## src/rtl/fruit_motion_if.sv

```systemverilog
// Request, launch and sprite-status signals exchanged between the game
// controller / renderer (master) and the fruit trajectory engine (slave).
interface fruit_motion_if;
  logic               vs;
  logic               launch;
  logic        [9:0]  launch_x;
  logic signed [5:0]  launch_vx;
  logic        [5:0]  launch_vy;
  logic               slice;
  logic signed [10:0] fruit_x;
  logic signed [10:0] fruit_y;
  logic               fruit_visible;
  logic               sliced;
  logic               busy;
  logic               missed;
  logic               done;

  modport master (
    output vs, launch, launch_x, launch_vx, launch_vy, slice,
    input  fruit_x, fruit_y, fruit_visible, sliced, busy, missed, done
  );

  modport slave (
    input  vs, launch, launch_x, launch_vx, launch_vy, slice,
    output fruit_x, fruit_y, fruit_visible, sliced, busy, missed, done
  );
endinterface

```

## src/rtl/fruit_motion.sv

```systemverilog
// Per-fruit ballistic trajectory engine: launches one fruit, steps its
// position once per video frame under gravity, handles slicing, detects
// screen exit and publishes the sprite top-left position and visibility.
module fruit_motion #(
  parameter int SCREEN_W   = 640,
  parameter int SCREEN_H   = 480,
  parameter int SPRITE_DIM = 60,
  parameter int GRAVITY    = 1,
  parameter int TERM_VEL   = 20
) (
  input  logic           vga_clk,
  input  logic           reset_n,
  fruit_motion_if.slave  bus
);

  typedef enum logic [1:0] {
    IDLE,
    FLY,
    SLICED
  } state_t;

  localparam logic signed [10:0] X_MAX  = 11'(SCREEN_W);
  localparam logic signed [10:0] Y_MAX  = 11'(SCREEN_H);
  localparam logic signed [10:0] X_MIN  = 11'(-SPRITE_DIM);
  localparam logic signed [7:0]  GRAV   = 8'(GRAVITY);
  localparam logic signed [7:0]  VY_MIN = 8'(-TERM_VEL);

  state_t             state, state_n;
  logic               vs_d;
  logic               tick;
  logic signed [10:0] x, y, x_n, y_n;
  logic signed [5:0]  vx, vx_n;
  logic signed [7:0]  vy, vy_n;
  logic               missed_q, done_q, visible_q;
  logic               missed_n, done_n, visible_n;

  // One-frame motion candidate, shared by FLY and SLICED.
  logic signed [7:0]  vy_dec, vy_mv;
  logic signed [10:0] x_mv, y_mv;
  logic               exit_mv;

  assign tick = vs_d & ~bus.vs;

  // Gravity step with terminal-velocity clamp, then position step using the new vy.
  always_comb begin
    vy_dec  = vy - GRAV;
    vy_mv   = (vy_dec < VY_MIN) ? VY_MIN : vy_dec;
    x_mv    = x + {{5{vx[5]}}, vx};
    y_mv    = y - {{3{vy_mv[7]}}, vy_mv};
    exit_mv = ((y_mv >= Y_MAX) && vy_mv[7]) || (x_mv <= X_MIN) || (x_mv >= X_MAX);
  end

  // Next-state, next-datapath and registered-output decode.
  always_comb begin
    state_n  = state;
    x_n      = x;
    y_n      = y;
    vx_n     = vx;
    vy_n     = vy;
    missed_n = 1'b0;
    done_n   = 1'b0;
    case (state)
      IDLE: begin
        if (bus.launch) begin
          x_n     = {1'b0, bus.launch_x};
          y_n     = Y_MAX;
          vx_n    = bus.launch_vx;
          vy_n    = {2'b00, bus.launch_vy};
          state_n = FLY;
        end
      end
      FLY: begin
        // A slice coinciding with a tick takes priority and suppresses that step.
        if (bus.slice) begin
          vy_n    = '0;
          state_n = SLICED;
        end else if (tick) begin
          x_n  = x_mv;
          y_n  = y_mv;
          vy_n = vy_mv;
          if (exit_mv) begin
            state_n  = IDLE;
            missed_n = 1'b1;
            done_n   = 1'b1;
          end
        end
      end
      SLICED: begin
        if (tick) begin
          x_n  = x_mv;
          y_n  = y_mv;
          vy_n = vy_mv;
          if (exit_mv) begin
            state_n = IDLE;
            done_n  = 1'b1;
          end
        end
      end
      default: state_n = IDLE;
    endcase
    visible_n = (state_n != IDLE) && (y_n < Y_MAX) && (x_n > X_MIN) && (x_n < X_MAX);
  end

  // State register, frame-edge detector and pulse/visibility flags.
  always_ff @(posedge vga_clk) begin
    if (!reset_n) begin
      state     <= IDLE;
      vs_d      <= 1'b1;
      missed_q  <= 1'b0;
      done_q    <= 1'b0;
      visible_q <= 1'b0;
    end else begin
      state     <= state_n;
      vs_d      <= bus.vs;
      missed_q  <= missed_n;
      done_q    <= done_n;
      visible_q <= visible_n;
    end
  end

  // Position and velocity registers; x/y drive fruit_x/fruit_y directly.
  always_ff @(posedge vga_clk) begin
    if (!reset_n) begin
      x  <= '0;
      y  <= '0;
      vx <= '0;
      vy <= '0;
    end else begin
      x  <= x_n;
      y  <= y_n;
      vx <= vx_n;
      vy <= vy_n;
    end
  end

  assign bus.fruit_x       = x;
  assign bus.fruit_y       = y;
  assign bus.fruit_visible = visible_q;
  assign bus.sliced        = (state == SLICED);
  assign bus.busy          = (state != IDLE);
  assign bus.missed        = missed_q;
  assign bus.done          = done_q;

endmodule

```

## src/flat_wrapper.sv

```systemverilog
// flat-port wrapper written by rule: the top's interface ports become plain ports
module fruit_motion_flat 
#(
  parameter int SCREEN_W   = 640,
  parameter int SCREEN_H   = 480,
  parameter int SPRITE_DIM = 60,
  parameter int GRAVITY    = 1,
  parameter int TERM_VEL   = 20
)
  (vga_clk, reset_n, bus_vs, bus_launch, bus_launch_x, bus_launch_vx, bus_launch_vy, bus_slice, bus_fruit_x, bus_fruit_y, bus_fruit_visible, bus_sliced, bus_busy, bus_missed, bus_done);
  fruit_motion_if bus_i ();
  input  logic vga_clk;
  input  logic reset_n;
  input wire logic [$bits(bus_i.vs)-1:0] bus_vs;
  input wire logic [$bits(bus_i.launch)-1:0] bus_launch;
  input wire logic [$bits(bus_i.launch_x)-1:0] bus_launch_x;
  input wire logic [$bits(bus_i.launch_vx)-1:0] bus_launch_vx;
  input wire logic [$bits(bus_i.launch_vy)-1:0] bus_launch_vy;
  input wire logic [$bits(bus_i.slice)-1:0] bus_slice;
  output wire logic [$bits(bus_i.fruit_x)-1:0] bus_fruit_x;
  output wire logic [$bits(bus_i.fruit_y)-1:0] bus_fruit_y;
  output wire logic [$bits(bus_i.fruit_visible)-1:0] bus_fruit_visible;
  output wire logic [$bits(bus_i.sliced)-1:0] bus_sliced;
  output wire logic [$bits(bus_i.busy)-1:0] bus_busy;
  output wire logic [$bits(bus_i.missed)-1:0] bus_missed;
  output wire logic [$bits(bus_i.done)-1:0] bus_done;
  assign bus_i.vs = bus_vs;
  assign bus_i.launch = bus_launch;
  assign bus_i.launch_x = bus_launch_x;
  assign bus_i.launch_vx = bus_launch_vx;
  assign bus_i.launch_vy = bus_launch_vy;
  assign bus_i.slice = bus_slice;
  assign bus_fruit_x = bus_i.fruit_x;
  assign bus_fruit_y = bus_i.fruit_y;
  assign bus_fruit_visible = bus_i.fruit_visible;
  assign bus_sliced = bus_i.sliced;
  assign bus_busy = bus_i.busy;
  assign bus_missed = bus_i.missed;
  assign bus_done = bus_i.done;
  fruit_motion #(.SCREEN_W(SCREEN_W), .SCREEN_H(SCREEN_H), .SPRITE_DIM(SPRITE_DIM), .GRAVITY(GRAVITY), .TERM_VEL(TERM_VEL)) u_core (.vga_clk(vga_clk), .reset_n(reset_n), .bus(bus_i));
endmodule
```

## config.mk

```make
export PLATFORM = sky130hd
export DESIGN_NAME = fruit_motion_flat
export DESIGN_NICKNAME = d
export VERILOG_FILES = /design/src/rtl/fruit_motion_if.sv /design/src/rtl/fruit_motion.sv /design/src/flat_wrapper.sv
export SDC_FILE = /design/constraint.sdc
export NUM_CORES = 1
export LEC_CHECK = 0
export ABC_AREA = 1
export CORE_MARGIN = 4
export CORE_UTILIZATION = 35
export CTS_CLUSTER_SIZE = 10
export DETAILED_ROUTE_END_ITERATION = 16
export SLEW_MARGIN = 20
export SYNTH_ARGS = -nofsm -noshare
export SYNTH_HDL_FRONTEND = slang
export SYNTH_SLANG_ARGS = --single-unit
```

## constraint.sdc

```tcl
create_clock -name vga_clk -period 7.35 [get_ports vga_clk]
set_input_delay 1.47 -clock vga_clk [delete_from_list [all_inputs] [get_ports vga_clk]]
set_output_delay 1.47 -clock vga_clk [all_outputs]
set_load 0.05 [all_outputs]
```

==> metrics.txt, run 1 <==
routed via count=3616; element type at the critical path end=register; master of the slowest instance on the critical path=sky130_fd_sc_hd__fa_1; synthesized cell area=3518 µm²; required time of the worst setup path=7.52 ns; Post-synth EDFFs=0; remaining global-route overflow=0; CTS HTree Levels=2; DRC violation count after routing=0; number of nets at the end of the flow=660; multi-input gate area in the final layout=2349 µm²; ys async rst share=0; Power Dens Cells=227.9 nW/µm²; # Post-CTS Setup Buffers=0; Antenna Diode Count=0; unrepaired setup endpoints after global routing=no; vias in the first global route=3457; average footprint of a synthesized cell=6.362 µm²; Post-synth top flop=sky130_fd_sc_hd__dfxtp_1; Sequential cell area=840.8 µm²; Placeable Area=9774 µm²; smallest setup slack after layout=3.374 ns; fraction of synthesized cell area taken by the top area cell type=0.2390; cell accounting for the most synthesized area=sky130_fd_sc_hd__dfxtp_1; element type at the critical path start=register; number of I/O pins=54; post-route setup TNS=0 ns; sequential area share after synthesis=0.2390; clock net sink count=42; clock buffers created by TritonCTS=5; number of vias per cell=4.906; max-cap violations=0; combined global-route utilization of all metal layers=0.1694; top post-synthesis cells by area=sky130_fd_sc_hd__dfxtp_1 (24%), sky130_fd_sc_hd__nand2_1 (16%), sky130_fd_sc_hd__ha_1 (9.6%); maximum number of pins on one net before global-route repair=28; highest net fanout along the worst path=6; overall die height=108.3 µm; Hold Violations, Final=0; Synth Instances=553; final setup fails=0; overall die width=108.3 µm; number of warnings issued by yosys=0; share of post-route cells with drive strength above 1=0.1010; slew of the pin with the lowest slew margin=0.7483 ns; clock tree from TritonCTS=yes; Relative slew margins=0.4980; critical path type=reg -> reg; Die ar.=11720 µm²; antenna violation net count after detailed routing=0; count of input and output buffers=53; Yosys cell types=43; worst hold-check path type=reg -> reg; drt total wl=9.608 mm; total of flip-flops plus latches after synthesis=42; Critical Path Max Stage Delay=0.38 ns; average routed wire per standard cell=13.04 µm; clock latency reported for the late side of the worst-skew pair=0.30 ns; most frequently used cell type in the post-synthesis netlist=sky130_fd_sc_hd__nand2_1; DP Wirelength=7.819 mm; arrival time worst endpoint=4.15 ns; post-placement setup slack=3.384 ns; post-layout utilization of the core=0.4348; GPL Wtd Cong=0.8755; run status=finished clean; Final min period=3.976 ns; First-pass DRT Iterations=4; CTS clk-pin slew, worst paths=0.08 ns; ordered cell list for the critical path=nor3_1 > nand3_1 > nor3_1 > xnor2_1 > a2111o_1 > ha_1 > nor2_1 > ha_1 > inv_1 > fa_1 > nand2_1 > nand2_1 > nand4_1 > nand2_1 > nand2_1 > nand2_1 > nand2_1 > nand2_1 > nor2_1 > nand2_1 > nand3_2 > nand2_4 > a21oi_2 > nor2_1; cell mode on critical path=sky130_fd_sc_hd__nand2_1; Synth Net Count=609; Layout fillers=1062; final clock skew=0.003532 ns; Core Rows=36; DRT iter0 DRCs=114; number of antenna violations at the first check in global routing=0; number of buffers on the longest clock path=2; final worst hold slack=0.4919 ns; post-cts gate resize count=0; area growth from synthesis to final layout=20.80%; Max Fclk=0.2515 GHz; initial core utilization=0.3600; most common library cells after synthesis=sky130_fd_sc_hd__nand2_1 (150), sky130_fd_sc_hd__inv_1 (69), sky130_fd_sc_hd__nor2_1 (57); maximum vdd ir drop=0.00008847 V; number of buffers inserted for hold repair after clock tree synthesis=0; period utilization=0.5409; static leakage power=0.002123 µW; global-route wire length before repair=15.94 mm; CTS Root Cell=sky130_fd_sc_hd__clkbuf_8; number of pins exceeding their max-slew limit in the final report=0
-- layout by cell type, fill, tap and decap left out, types with 4 or more instances in the layout --
cell	n
sky130_fd_sc_hd__a21oi_2	5
sky130_fd_sc_hd__o21ai_0	22
sky130_fd_sc_hd__a21oi_1	34
sky130_fd_sc_hd__dfxtp_1	42
sky130_fd_sc_hd__xor2_1	5
sky130_fd_sc_hd__nor3_1	7
sky130_fd_sc_hd__o211ai_1	4
sky130_fd_sc_hd__ha_1	27
sky130_fd_sc_hd__inv_2	6
sky130_fd_sc_hd__clkdlybuf4s50_1	53
sky130_fd_sc_hd__clkbuf_8	5
sky130_fd_sc_hd__nor2_1	57
sky130_fd_sc_hd__nand2_1	150
sky130_fd_sc_hd__nand2_2	22
sky130_fd_sc_hd__inv_1	69
sky130_fd_sc_hd__or2_2	7
sky130_fd_sc_hd__nand3_1	37
sky130_fd_sc_hd__nand4_1	7
sky130_fd_sc_hd__nand3_2	4
sky130_fd_sc_hd__xnor2_1	4
sky130_fd_sc_hd__a221oi_1	4
-- routing by layer --
metal | GRT usage | wire (µm) | vias up
li1 | - | - | 1903
met5 | 0 | 0 | -
met3 | 0.02090 | 422 | 10
met2 | 0.3122 | 4690 | 85
met1 | 0.2061 | 4381 | 1618
met4 | 0.04689 | 112 | 0
-- path summary, 6_finish.rpt --
kind / from / endpoint / slack (ns) / cells after the start
min reg2reg: u_core.vx[0] / u_core.vx[0] / 0.49 / 2
max reg2reg: u_core.vy[0] / u_core.state[1] / 3.37 / 24
min: u_core.vx[0] / u_core.vx[0] / 0.49 / 2
max: u_core.vy[0] / u_core.state[1] / 3.37 / 24
-- registers in the layout (all words and copies together), names as in the netlist, 2 cells and up --
name / flops
u_core.state: 2
u_core.bus.fruit_y: 11
u_core.bus.fruit_x: 11
u_core.vx: 6
u_core.vy: 8
-- cell families (layout without fill, tap and decap cells) --
family          Yosys count  after routing  share of synthesized area
xor+xnor                  9              9                    0.02240
fa+ha+maj                29             29                     0.1074
buf+inv                  85            136                    0.09353
compound gates           87             87                     0.1515
simple gates            301            301                     0.3862
flops                    42             42                     0.2390
-- layout make-up --
cell class / instances / area share
inverter: 76 / 0.06712
multi-input combinational: 426 / 0.5525
timing repair buffer: 53 / 0.1248
sequential: 42 / 0.1978
tap: 133 / 0.03915
clock buffer: 5 / 0.01619
clock inverter: 2 / 0.002355
-- critical path, delay by kind of cell, from the launching register on --
family	cells	cell delay (ns)
AOI/OAI and AO/OA	2	0.47
xor gates and xnor gates	1	0.13
adders and majority gates	3	0.92
buffers and inverters	1	0.08
DFF	1	0.33
and+or+nand+nor	17	1.90
-- per-stage QoR --
step / area, µm² / total power (µW) / instances
CTS: 4250 / 977.0 / 737
finish: 4250 / 968.5 / 737
floorplan: 3518 / 687.5 / 553
global route: 4250 / 1057 / 737
global placement: 4172 / 818.5 / 730
detailed placement: 4172 / 827.2 / 730
-- power by group --
part           internal [µW]  leakage, µW  switching, µW
Sequential               251     0.000346           25.6
Combinational            196      0.00173            349
Clock                   63.9    0.0000438           82.0
Total                    511      0.00212            457
(Power assumes the default switching activity.)
==> run 2: changes to the inputs <==
==> constraint.sdc (replaced) <==
create_clock -name vga_clk -period 4.1 [get_ports vga_clk]
set_input_delay 0.82 -clock vga_clk [delete_from_list [all_inputs] [get_ports vga_clk]]
set_output_delay 0.82 -clock vga_clk [all_outputs]
set_load 0.05 [all_outputs]
==> metrics.txt, run 2 (same netlist as run 1, synthesis figures left out) <==
number of vias per cell=4.849 (-1.2%); Die ar.=11720 µm² (unchanged); GPL Wtd Cong=0.9171 (+4.8%); CTS HTree Levels=2 (unchanged); routed via count=3588 (-0.77%); Placeable Area=9774 µm² (unchanged); post-layout utilization of the core=0.4442 (+0.009344); CTS clk-pin slew, worst paths=0.09 ns (about the same); combined global-route utilization of all metal layers=0.1737 (+0.004331); Final min period=3.716 ns (-0.2595 ns); maximum vdd ir drop=0.0001977 V (+120%); global-route wire length before repair=16.46 mm (+3.2%); vias in the first global route=3578 (+3.5%); most used cells in the layout excluding fill and tap cells=sky130_fd_sc_hd__nand2_1 (150), sky130_fd_sc_hd__inv_1 (69), sky130_fd_sc_hd__nor2_1 (56), sky130_fd_sc_hd__clkdlybuf4s50_1 (53), sky130_fd_sc_hd__dfxtp_1 (41); slew of the pin with the lowest slew margin=0.7131 ns (-0.03528 ns); clock latency reported for the late side of the worst-skew pair=0.30 ns (about the same); initial core utilization=0.3600 (unchanged); drt total wl=9.809 mm (+2.1%); First-pass DRT Iterations=4 (unchanged); number of buffers on the longest clock path=2 (unchanged); clock tree from TritonCTS=yes; Relative slew margins=0.5241 (+0.02608); CTS Root Cell=sky130_fd_sc_hd__clkbuf_8; arrival time worst endpoint=3.91 ns (-0.24 ns); critical path type=reg -> reg; number of pins exceeding their max-slew limit in the final report=0 (unchanged); Power Dens Cells=423.6 nW/µm² (+86%); overall die height=108.3 µm (unchanged); maximum number of pins on one net before global-route repair=25 (-11%); average routed wire per standard cell=13.26 µm (+1.7%); element type at the critical path start=register; worst hold-check path type=reg -> reg; count of input and output buffers=53 (unchanged); final clock skew=0.01585 ns (+0.01232 ns); number of antenna violations at the first check in global routing=0 (unchanged); Max Fclk=0.2691 GHz (+7.0%); DP Wirelength=7.910 mm (+1.2%); routed length on met3=461 µm (+9.2%); clock net sink count=42 (unchanged); period utilization=0.9064 (+0.3655); remaining global-route overflow=0 (unchanged); DRC violation count after routing=0 (unchanged); top layer used by detailed routing=met4; total power=1839 µW (+90%); Antenna Diode Count=0 (unchanged); Hold Violations, Final=0 (unchanged); DRT iter0 DRCs=102 (-11%); antenna violation net count after detailed routing=0 (unchanged); most common cell after layout, fill and taps aside=sky130_fd_sc_hd__nand2_1; max-cap violations=0 (unchanged); routed wire length on met2=4.698 mm (+0.17%); # Post-CTS Setup Buffers=0 (unchanged); number of I/O pins=54 (unchanged); share of post-route cells with drive strength above 1=0.1170 (+0.01598); overall die width=108.3 µm (unchanged); final setup fails=0 (unchanged); run status=finished clean; highest net fanout along the worst path=6 (unchanged); required time of the worst setup path=4.30 ns (-3.22 ns); area growth from synthesis to final layout=23.40%; clock buffers created by TritonCTS=5 (unchanged); Met1 Routed Length=4.452 mm (+1.6%); Core Rows=36 (unchanged); element type at the critical path end=register; number of nets at the end of the flow=662 (+0.30%); static leakage power=0.002158 µW (+1.7%)
run 2: repair_timing:
action,4_1_cts,5_1_grt
hold buffers,0,0
gates resized for setup,0,9
endpoints found under the setup margin,0,6
run 2: power breakdown:
part / internal [µW] / total [µW] / switching, µW
sequential: 451 / 499 / 48.0
clock: 183 / 340 / 157
combinational: 363 / 1000 / 637
run 2: final timing paths:
kind | startpoint | endpoint | slack, ns | cells past startpoint
max | u_core.vy[1] | u_core.bus.fruit_visible | 0.38 | 25
max reg2reg | u_core.vy[1] | u_core.bus.fruit_visible | 0.38 | 25
min reg2reg | u_core.vx[4] | u_core.vx[4] | 0.50 | 2
min | u_core.vx[4] | u_core.vx[4] | 0.50 | 2
run 2: worst max-delay path, cell delays in order, from the launching register on:
cell                       delay [ns]
sky130_fd_sc_hd__dfxtp_1         0.37
sky130_fd_sc_hd__inv_1           0.08
sky130_fd_sc_hd__ha_1            0.21
sky130_fd_sc_hd__nand2_1         0.12
sky130_fd_sc_hd__nor3_2          0.05
sky130_fd_sc_hd__xnor2_1         0.16
sky130_fd_sc_hd__a2111o_1        0.41
sky130_fd_sc_hd__ha_4            0.25
sky130_fd_sc_hd__or2_2           0.34
sky130_fd_sc_hd__fa_1            0.41
sky130_fd_sc_hd__nand2_1         0.09
sky130_fd_sc_hd__nand2_1         0.09
sky130_fd_sc_hd__nand4_1         0.11
sky130_fd_sc_hd__nand2_1         0.08
sky130_fd_sc_hd__nand2_1         0.08
sky130_fd_sc_hd__nand2_1         0.05
sky130_fd_sc_hd__nand2_1         0.06
sky130_fd_sc_hd__nand2_1         0.06
sky130_fd_sc_hd__nor2_1          0.08
sky130_fd_sc_hd__nand2_1         0.09
sky130_fd_sc_hd__nand3_2         0.10
sky130_fd_sc_hd__nand2_4         0.07
sky130_fd_sc_hd__nand2_2         0.08
sky130_fd_sc_hd__nand2_2         0.04
sky130_fd_sc_hd__nand2_2         0.06
sky130_fd_sc_hd__a21oi_2         0.05
run 2: routing by layer:
| metal | track usage | vias up |
|---|---|---|
| met3 | 0.02746 | 17 |
| met2 | 0.3091 | 71 |
| met1 | 0.2151 | 1598 |
| met5 | 0 | - |
| met4 | 0.05230 | 0 |
| li1 | - | 1902 |
run 2: final cells by class:
cell class	count	area (µm²)
Timing Repair Buffer	55	545.5
Fill cell	1058	5433
Tap cell	133	166.4
Clock buffer	5	68.82
Clock inverter	3	43.79
Sequential cell	42	842.1
Inverter	76	285.3
Multi-Input combinational cell	426	2390
run 2: metrics by stage:
step	worst slack, ns	cells	hold WS, ns	setup TNS [ns]	instance area, µm²
6_report	0.3839	740	0.4953	0	4342
5_1_grt	-0.01114	740	0.5177	-0.02063	4342
2_1_floorplan	0.6375	553	0.4592	0	3518
4_1_cts	0.1270	740	0.4976	0	4299
3_3_place_gp	0.2396	732	0.4693	0	4187
3_5_place_dp	0.1600	732	0.4793	0	4187
==> run 3: changes to the inputs <==
==> constraint.sdc (replaced) <==
create_clock -name vga_clk -period 4.7 [get_ports vga_clk]
set_input_delay 0.94 -clock vga_clk [delete_from_list [all_inputs] [get_ports vga_clk]]
set_output_delay 0.94 -clock vga_clk [all_outputs]
set_load 0.05 [all_outputs]
==> metrics.txt, run 3 (same netlist as run 1, synthesis figures left out) <==
cell area after layout=4278 µm² (-1.5%); remaining global-route overflow=0 (unchanged); antenna violation net count after detailed routing=0 (unchanged); number of I/O pins=54 (unchanged); final setup fails=0 (unchanged); required time of the worst setup path=4.90 ns (+0.60 ns); clock buffers created by TritonCTS=5 (unchanged); drt total wl=9.843 mm (+0.35%); combined global-route utilization of all metal layers=0.1772 (+0.003461); share of total power in sequential cells=0.282 (+0.011); CTS clk-pin slew, worst paths=0.09 ns (about the same); GPL Wtd Cong=0.9087 (-0.92%); Core Rows=36 (unchanged); maximum number of pins on one net before global-route repair=25 (unchanged); number of pins exceeding their max-slew limit in the final report=0 (unchanged); Antenna Diode Count=0 (unchanged); static leakage power=0.002137 µW (-0.99%); # Post-CTS Setup Buffers=0 (unchanged); post-placement setup slack=0.7815 ns (+0.6215 ns); number of buffers on the longest clock path=2 (unchanged); CTS Root Cell=sky130_fd_sc_hd__clkbuf_8; number of nets at the end of the flow=662 (unchanged); element type at the critical path start=register; unrepaired setup endpoints after global routing=no; most used cells in the layout excluding fill and tap cells=sky130_fd_sc_hd__nand2_1 (150), sky130_fd_sc_hd__inv_1 (69), sky130_fd_sc_hd__nor2_1 (57), sky130_fd_sc_hd__clkdlybuf4s50_1 (53), sky130_fd_sc_hd__dfxtp_1 (42); worst hold-check path type=reg -> reg; area growth from synthesis to final layout=21.59%; DP Wirelength=7.914 mm (about the same); global-route wire length before repair=16.77 mm (+1.9%); overall die width=108.3 µm (unchanged); switching power total=719.2 µW (-15%); combinational power share=0.555 (+0.011); Layout fillers=1090 (+3.0%); vias in the first global route=3601 (+0.64%); post-cts gate resize count=0 (unchanged); CTS HTree Levels=2 (unchanged); most common cell after layout, fill and taps aside=sky130_fd_sc_hd__nand2_1; Final min period=3.952 ns (+0.2360 ns); Placeable Area=9774 µm² (unchanged); total placed instance area=4187 µm² (unchanged); average routed wire per standard cell=13.30 µm (+0.35%); final clock skew=0.007232 ns (-0.008615 ns); share of post-route cells with drive strength above 1=0.1038 (-0.01318); max-cap violations=0 (unchanged); count of input and output buffers=53 (unchanged); arrival time worst endpoint=4.15 ns (+0.24 ns); number of antenna violations at the first check in global routing=0 (unchanged); number of vias per cell=4.818 (-0.64%); highest net fanout along the worst path=6 (unchanged); Cell Int Power=818.8 µW (-18%); maximum vdd ir drop=0.0001616 V (-18%); Hold Violations, Final=0 (unchanged); clock tree from TritonCTS=yes; element type at the critical path end=register; number of buffers inserted for hold repair after clock tree synthesis=0 (unchanged); First-pass DRT Iterations=4 (unchanged); clock latency reported for the late side of the worst-skew pair=0.30 ns (about the same); post-route setup TNS=0 ns (unchanged); critical path type=reg -> reg; part of the total power dissipated in the clock network=0.164 (-0.021); Die ar.=11720 µm² (unchanged); Relative slew margins=0.5080 (-0.01614); period utilization=0.8409 (-0.06549); overall die height=108.3 µm (unchanged); DRC violation count after routing=0 (unchanged); DRT iter0 DRCs=122 (+20%); routed via count=3565 (-0.64%); run status=finished clean; smallest setup slack after layout=0.7479 ns (+0.3640 ns); clock net sink count=42 (unchanged); switching power as a share of total power=0.4676 (+0.009771); initial core utilization=0.3600 (unchanged); Max Fclk=0.2530 GHz (-6.0%); slew of the pin with the lowest slew margin=0.7373 ns (+0.02418 ns); Power Dens Cells=359.5 nW/µm² (-15%)
## run 3: cell types whose count changed in the layout (fill, tap and decap cells not counted), sizes merged
| cell | before | now |
|---|---|---|
| bufinv | 1 | 0 |
| inv | 76 | 75 |
| clkbuf | 5 | 7 |
## run 3: final cells by class
type / count / area [µm²] / share of cell area
clock buffers: 7 / 86.33 / 0.02018
clock inverters: 1 / 5.005 / 0.001170
inverters: 76 / 285.3 / 0.06669
multi-input cells: 426 / 2349 / 0.5490
flip-flops and latches: 42 / 840.8 / 0.1965
well taps: 133 / 166.4 / 0.03890
repair buffers: 55 / 545.5 / 0.1275
## run 3: per-stage QoR
stage	util	hold slack, ns	std cells	total power (µW)
after global routing	0.4377	0.5160	740	1685
after global placement	0.4283	0.4781	732	1286
final	0.4377	0.4985	740	1538
after detailed placement	0.4283	0.4829	732	1295
after floorplan	-	0.4592	553	1075
after CTS	0.4377	0.5006	740	1552
## run 3: power groups by stage
stage	clock (µW)	combinational (µW)	sequential, µW
after floorplan	0	574	501
after global placement	0	845	441
after detailed placement	0	854	441
after CTS	261	858	433
after global routing	275	970	440
final	252	853	433
## run 3: routing by layer
layer | GRT usage | vias to the layer above | part of all wire
met2 | 0.3184 | 72 | 0.48
met5 | 0 | - | 0
met4 | 0.03517 | 0 | 0.0085
met1 | 0.2249 | 1585 | 0.46
li1 | - | 1900 | -
met3 | 0.02687 | 8 | 0.045
## run 3: critical path, cell delays in order (launching register included)
cell and delay, ns:
sky130_fd_sc_hd__dfxtp_1 0.33, sky130_fd_sc_hd__nor3_1 0.29, sky130_fd_sc_hd__nand3_1 0.16, sky130_fd_sc_hd__nor3_1 0.21, sky130_fd_sc_hd__xnor2_1 0.13, sky130_fd_sc_hd__a2111o_1 0.30, sky130_fd_sc_hd__ha_1 0.34, sky130_fd_sc_hd__or2_2 0.36
sky130_fd_sc_hd__ha_1 0.28, sky130_fd_sc_hd__nand2_1 0.06, sky130_fd_sc_hd__o21ai_0 0.32, sky130_fd_sc_hd__nand2_1 0.14, sky130_fd_sc_hd__nand2_1 0.08, sky130_fd_sc_hd__nand2_1 0.04, sky130_fd_sc_hd__nand2_1 0.09, sky130_fd_sc_hd__nand2_1 0.07
sky130_fd_sc_hd__nand2_1 0.06, sky130_fd_sc_hd__o21ai_0 0.12, sky130_fd_sc_hd__nor2_1 0.14, sky130_fd_sc_hd__nand2_1 0.06, sky130_fd_sc_hd__nand2_1 0.07, sky130_fd_sc_hd__nand2_1 0.06, sky130_fd_sc_hd__nand3_1 0.10, sky130_fd_sc_hd__a21oi_2 0.04
## run 3: final timing paths
kind	cells past startpoint	to	start	slack, ns
worst min register to register	2	u_core.vx[0]	u_core.vx[0]	0.50
worst max-delay path	23	u_core.bus.fruit_visible	u_core.vy[0]	0.75
worst min-delay path	2	u_core.vx[0]	u_core.vx[0]	0.50
worst max register to register	23	u_core.bus.fruit_visible	u_core.vy[0]	0.75
